## src/rtl/mskkey_sequencer.sv

```systemverilog
// Command sequencer for the masked key holder and shared AES core: arbitrates key loads
// against data runs, drives the holder start/modes and the core start, tracks key validity.
module mskkey_sequencer #(
  parameter int unsigned CNT_W = 16
) (
  input  logic             clk,
  input  logic             rst,
  input  logic             key_cmd_valid,
  output logic             key_cmd_ready,
  input  logic             key_cmd_mode_256,
  input  logic             key_cmd_inverse,
  input  logic             run_valid,
  output logic             run_ready,
  input  logic             run_inverse,
  output logic             run_done,
  output logic             run_err,
  output logic             holder_start,
  output logic             holder_mode_256,
  output logic             holder_mode_inverse,
  input  logic             holder_busy,
  input  logic             holder_lkc_req,
  output logic             aes_start,
  input  logic             aes_busy,
  output logic             key_valid,
  output logic [CNT_W-1:0] run_count
);

  typedef enum logic [2:0] {
    StIdle,
    StKeyIssue,
    StKeyWait,
    StKeyLkc,
    StRunIssue,
    StRunWait
  } state_e;

  state_e             state_q, state_d;
  logic               cfg_256_q, cfg_256_d;
  logic               cfg_inv_q, cfg_inv_d;
  logic               key_valid_q, key_valid_d;
  logic [CNT_W-1:0]   run_count_q, run_count_d;
  logic               free;

  assign free                = !holder_busy && !aes_busy;
  assign holder_mode_256     = cfg_256_q;
  assign holder_mode_inverse = cfg_inv_q;
  assign key_valid           = key_valid_q;
  assign run_count           = run_count_q;

  always_ff @(posedge clk) begin
    if (rst) begin
      state_q     <= StIdle;
      cfg_256_q   <= 1'b0;
      cfg_inv_q   <= 1'b0;
      key_valid_q <= 1'b0;
      run_count_q <= '0;
    end else begin
      state_q     <= state_d;
      cfg_256_q   <= cfg_256_d;
      cfg_inv_q   <= cfg_inv_d;
      key_valid_q <= key_valid_d;
      run_count_q <= run_count_d;
    end
  end

  always_comb begin
    state_d       = state_q;
    cfg_256_d     = cfg_256_q;
    cfg_inv_d     = cfg_inv_q;
    key_valid_d   = key_valid_q;
    run_count_d   = run_count_q;
    key_cmd_ready = 1'b0;
    run_ready     = 1'b0;
    holder_start  = 1'b0;
    aes_start     = 1'b0;
    run_done      = 1'b0;
    run_err       = 1'b0;

    unique case (state_q)
      StIdle: begin
        // Key command has priority; ready never looks at mode/direction inputs.
        key_cmd_ready = free;
        run_ready     = free && !key_cmd_valid;
        if (key_cmd_valid && key_cmd_ready) begin
          cfg_256_d   = key_cmd_mode_256;
          cfg_inv_d   = key_cmd_inverse;
          key_valid_d = 1'b0;
          run_count_d = '0;
          state_d     = StKeyIssue;
        end else if (run_valid && run_ready) begin
          if (!key_valid_q || (run_inverse && !cfg_inv_q)) begin
            run_err = 1'b1;
          end else begin
            state_d = StRunIssue;
          end
        end
      end

      StKeyIssue: begin
        holder_start = 1'b1;
        state_d      = StKeyWait;
      end

      StKeyWait: begin
        // A pending last-key request outranks the holder going idle.
        if (holder_lkc_req) begin
          state_d = StKeyLkc;
        end else if (free) begin
          key_valid_d = 1'b1;
          state_d     = StIdle;
        end
      end

      StKeyLkc: begin
        aes_start = 1'b1;
        if (aes_busy) begin
          state_d = StKeyWait;
        end
      end

      StRunIssue: begin
        aes_start = 1'b1;
        if (aes_busy) begin
          state_d = StRunWait;
        end
      end

      StRunWait: begin
        // Completion waits for the post-run key refresh in the holder as well.
        if (free) begin
          run_done = 1'b1;
          if (run_count_q != {CNT_W{1'b1}}) begin
            run_count_d = run_count_q + CNT_W'(1);
          end
          state_d = StIdle;
        end
      end

      default: begin
        state_d = StIdle;
      end
    endcase
  end

endmodule

```

## config.mk

```make
export PLATFORM = sky130hd
export DESIGN_NAME = mskkey_sequencer
export DESIGN_NICKNAME = d
export VERILOG_FILES = /design/src/rtl/mskkey_sequencer.sv
export SDC_FILE = /design/constraint.sdc
export NUM_CORES = 1
export LEC_CHECK = 0
export BUFFER_PORTS_ARGS = -buffer_cell sky130_fd_sc_hd__buf_2
export CORE_MARGIN = 2
export CORE_UTILIZATION = 35
export CTS_BUF_LIST = sky130_fd_sc_hd__clkbuf_16
export CTS_CLUSTER_SIZE = 40
export DETAILED_ROUTE_END_ITERATION = 6
export PLACE_DENSITY = 0.65
export SYNTH_ARGS = -nofsm -noshare
export SYNTH_HDL_FRONTEND = slang
export SYNTH_SLANG_ARGS = --single-unit
export TNS_END_PERCENT = 5
```

## constraint.sdc

```tcl
create_clock -name clk -period 3.6 [get_ports clk]
set_input_delay 0.36 -clock clk [delete_from_list [all_inputs] [get_ports clk]]
set_output_delay 0.36 -clock clk [all_outputs]
set_load 0.02 [all_outputs]
```

* Yosys cells after proc, flatten, opt, wreduce, memory -nomap -nowiden
Index checks and enable logic that the tools add are counted.
** Word-level totals
- Flip-flop bits (word level) :: 22
- Bits of input ports :: 10
- Output and inout bits :: 25
- Logic and storage cells :: 66
** Operators by class
- Add/subtract/negate cells :: 1
- Equality and inequality tests :: 15
- Multiplexer cells :: 26
- Reductions and logical operators :: 19
** Operators with widths (count)
- 16-bit two-way mux :: 3
- 16-bit case mux with 2 select lines :: 1
- 3-bit two-way mux :: 7
- 3-bit case mux with 6 select lines :: 1
- 16-bit by 1-bit adder with 16-bit output (second input constant) :: 1
- 16-bit != test (second input constant) :: 1
- 2-bit != test (second input constant) :: 7
- 1-bit two-way mux :: 13
- 4-bit AND reduction :: 3
- 3-bit by 2-bit equality test with 1-bit output (second input constant) :: 2
- 3-bit equality test (second input constant) :: 2
- 3-bit != test (second input constant) :: 2
- 1-bit logical AND :: 5
- 1-bit logical NOT :: 5
- 2-bit nonzero test :: 2
- 3-bit by 1-bit equality test with 1-bit output (second input constant) :: 1
- 3-bit logical NOT :: 1
- 1-bit case mux with 2 select lines :: 1
- 2-bit AND reduction :: 1
- 2-bit OR reduction :: 1
- 1-bit logical OR :: 1

* Depth between registers and ports, before layout
- Depth after elaboration :: 7
- Mapped depth :: 7
- Mapped depth without buffers :: 6

* Least setup slack after synthesis
OpenSTA, ideal clock, no wires.
- Kind :: register to output
- Start :: reg state_q[0]
- End :: out run_err
- Arrival :: 1.729 ns
- Required time :: 3.240 ns
- Path slack :: 1.511 ns
- Stages on the path, launching flop included :: 5
- Path buffers :: 1
- Path through :: dfxtp_1 buf_6 or3_4 nor3_1 and3_1
** Between the ends
- Word-level cells in the longest chain between the ends :: 2
** Ends and longest elaborated chain
- start, declared :: line 37 : state_e state_q, state_d;
- start signal, assigned :: line 52 : state_q <= StIdle;
- start signal, assigned :: line 58 : state_q <= state_d;
- 3-bit logical NOT :: line 79 : unique case (state_q)
- 1-bit two-way mux :: line 79
- end, declared :: line 16 : output logic run_err,
Every way passes these cells.

* Worst setup path in the final report
- Start :: reg state_q[1]
- End :: out run_err
Same word-level chain as after synthesis.

==> summary.md <==
| Metric | Value |
|---|---|
| Status | `complete, no violations` |
| Switching Power | `214 uW` |
| FFs w/ async S/R, synth | `0%` |
| Post-DP HPWL | `2360 um` |
| Measured slew at the worst slew-check pin | `0.436 ns` |
| TritonCTS Sinks | `22` |
| Sequential share of the synthesized area | `between 30 and 40%` |
| Vias | `~1200` |
| Core Area | `3660 sq um` |
| CP Data Required Time | `3.24 ns` |
| Met3 wire length | `~190 um` |
| Clock Skew | `approximately 0.0019 ns` |
| Vias per cell | `5.27` |
| Number of post-CTS setup repair buffers | `0` |
| EDFF count, synth | `0` |
| Synth Flop Type | `dfxtp_1` |
| Synthesis Warnings | `0` |
| # DRC | `0` |
| Switch share | `between 30% and 40%` |
| Sequential power share | `between 40% and 50%` |
| H-tree Lvls | `1` |
| Mapped Cells | `156` |
| Gp weighted congestion | `0.872` |
| CP endpoint kind | `output pin` |
| Hold depth | `3` |
| First-pass GRT wire length | `roughly 5300 um` |
| # rows | `22` |
| Die W | `65.9 um` |
| Syn avg cell area | `8.61 sq um` |
| DIE HEIGHT | `65.9 um` |
| Max-cap violations | `0` |
| Worst Setup Start Kind | `flip-flop` |
| Commonest non-fill, non-tap cell in the layout | `buf_2` |
| Total CTS buffers | `3` |
| P&R area growth vs syn | `19.0%` |
| Crit path DAT | `1.70 ns` |
| Critical-path maximum fanout | `14` |
| Placed Cells incl. Taps | `233` |
| Largest net degree at the start of global routing | `15` |
| CTS resizes | `0` |
| Seq cells post-synth | `22` |
| TritonCTS clock tree | `built` |
| Root buffer cell | `clkbuf_16` |
| Worst vdd ir | `0.184 mV` |
| ANT cells | `0` |
| Total routed wirelength | `3080 um` |
| Vias in the first global route | `1154` |
| Metal-1 WL | `1440 um` |
| Initial antenna violation count | `0` |
| Fin. max-slew vios | `0` |
| Max-slew headroom | `a little under three quarters` |
| Reg2reg path depth | `5` |
| Mapped Nets | `167` |
| Die area | `4350 sq um` |
| Ratio of cells with drive above 1 in the final layout | `31.9%` |
| Worst skew pair latency | `0.25 ns` |
| Grt ovf | `0` |
| Ports | `35` |
| CTS Hold Buffers Added | `0` |
| Unrepaired setup endpoints after global routing | `no` |
| Fin area | `~1600 sq um` |
| Final Instance Count excl. Fillers | `between 200 and 250` |
| Total track usage | `15.2%` |
| P_leak | `roughly 0.00066 uW` |
| Post-route ant nets | `0` |
| Maximum clock rate | `0.486 GHz` |
| Met2 Routed Length | `1420 um` |
| Final Cycle Share | `57.2%` |
| Distinct cells, synth | `53` |
| Fin. Hold Viols | `0` |
| Starting density of the core | `36.7%` |
| WL/cell | `between 10 and 15 um` |
| Setup TNS | `0 ns` |
| Clk buf depth | `2` |
| 1st-pass router iterations | `4` |
| Commonest non-fill, non-tap cells in the layout | `buf_2, dfxtp_1, nor2_1` |
| Min Tclk post-route | `just over 2 ns` |
| Final nets | `~200` |
| P_int | `around 470 uW` |
| PD cells | `roughly 430 nW/um^2` |
| Clk slew on worst S/H paths | `0.06 ns` |
| Critical path class | `reg2out` |
| Top routing layer used | `met4` |
| Port bufs | `34` |
| Post-Syn Area | `1340 sq um` |
| Clock share of power | `33.9%` |
| Hold Crit Class | `in2reg` |
| Cell area after placement | `between 1500 and 2000 sq um` |
| Starting DRT DRC Count | `39` |
| Final setup viols | `0` |
| Comb power frac | `24.1%` |
## power by group through the flow
stage | sequential (uW) | clock (uW) | combinational [uW]
after floorplan | 270 | 0 | 159
after global placement | 292 | 0 | 164
after detailed placement | 291 | 0 | 164
after CTS | 286 | 238 | 165
after global routing | 288 | 246 | 181
final | 286 | 231 | 164
## critical path: stages (launching register included)
cell and delay, ns:
dfxtp_1 0.44, or3_4 0.47, nor3_1 0.19, and3_1 0.19, buf_2 0.16
## per-stage QoR
stage	total power [uW]	hold WS [ns]	setup WS, ns	utilization (%)
final	681	0.346	1.54	43.6
after global routing	716	0.388	1.39	43.6
after CTS	689	0.344	1.54	43.6
after detailed placement	455	0.452	1.75	41.6
after global placement	455	0.443	1.77	41.6
after floorplan	430	0.496	1.51	-
## area by class of cell
class                      count  area, sq um
fill                         381         2060
multi-input combinational    125          837
sequential                    22          440
timing repair buffer          34          170
clock buffer                   3         75.1
tap                           48         60.1
inverter                       4         15.0
## registers in the layout, summed over array words and instances, names as in the netlist
| name | count |
|---|---|
| holder_mode_inverse | 1 |
| holder_mode_256 | 1 |
| key_valid | 1 |
| run_count | 16 |
| state_q | 3 |
## cell usage after synthesis, types with 2 or more instances
master / number / area (sq um)
a21oi_1: 9 / 45.0
a21oi_2: 2 / 17.5
and2_1: 2 / 12.5
and3_1: 6 / 37.5
and4_4: 3 / 33.8
buf_4: 2 / 15.0
buf_6: 2 / 22.5
dfxtp_1: 22 / 440
inv_1: 4 / 15.0
nand2_1: 15 / 56.3
nand2b_1: 2 / 12.5
nand3_1: 12 / 60.1
nand4_1: 2 / 12.5
nor2_1: 17 / 63.8
nor3_1: 5 / 25.0
o21ai_0: 2 / 10.0
o21ai_1: 6 / 30.0
o31ai_1: 2 / 15.0
o41ai_1: 2 / 17.5
or2_2: 2 / 12.5
xnor2_1: 4 / 35.0
xor2_1: 2 / 17.5
## cells by family (layout without fill, tap and decap cells)
kind of cell,count (synthesis),count (layout),synth area share (%)
muxes,1,1,0.839
adders and majority gates,1,1,0.932
buffers and inverters,9,41,4.85
xor gates and xnor gates,6,6,3.91
and+or+nand+nor,82,82,37.1
DFF,22,22,32.8
AOI/OAI and AO/OA,35,35,19.6
## final timing paths
path	start	to	slack (ns)
worst max-delay path	state_q[1]$_SDFFE_PP0P_	run_err	1.54
worst min-delay path	key_cmd_inverse	holder_mode_inverse$_SDFFE_PP0P_	0.35
worst max register to register	state_q[2]$_SDFFE_PP0P_	run_count[5]$_SDFFE_PP0P_	1.73
worst min register to register	holder_mode_256$_SDFFE_PP0P_	holder_mode_256$_SDFFE_PP0P_	0.46
## metal layers
layer	up-vias	track usage [%]
met1	565	20.2
met4	0	3.83
li1	637	-
met2	40	25.1
met5	-	0
met3	2	2.90
Note: power is estimated with default switching activity, not from simulation.
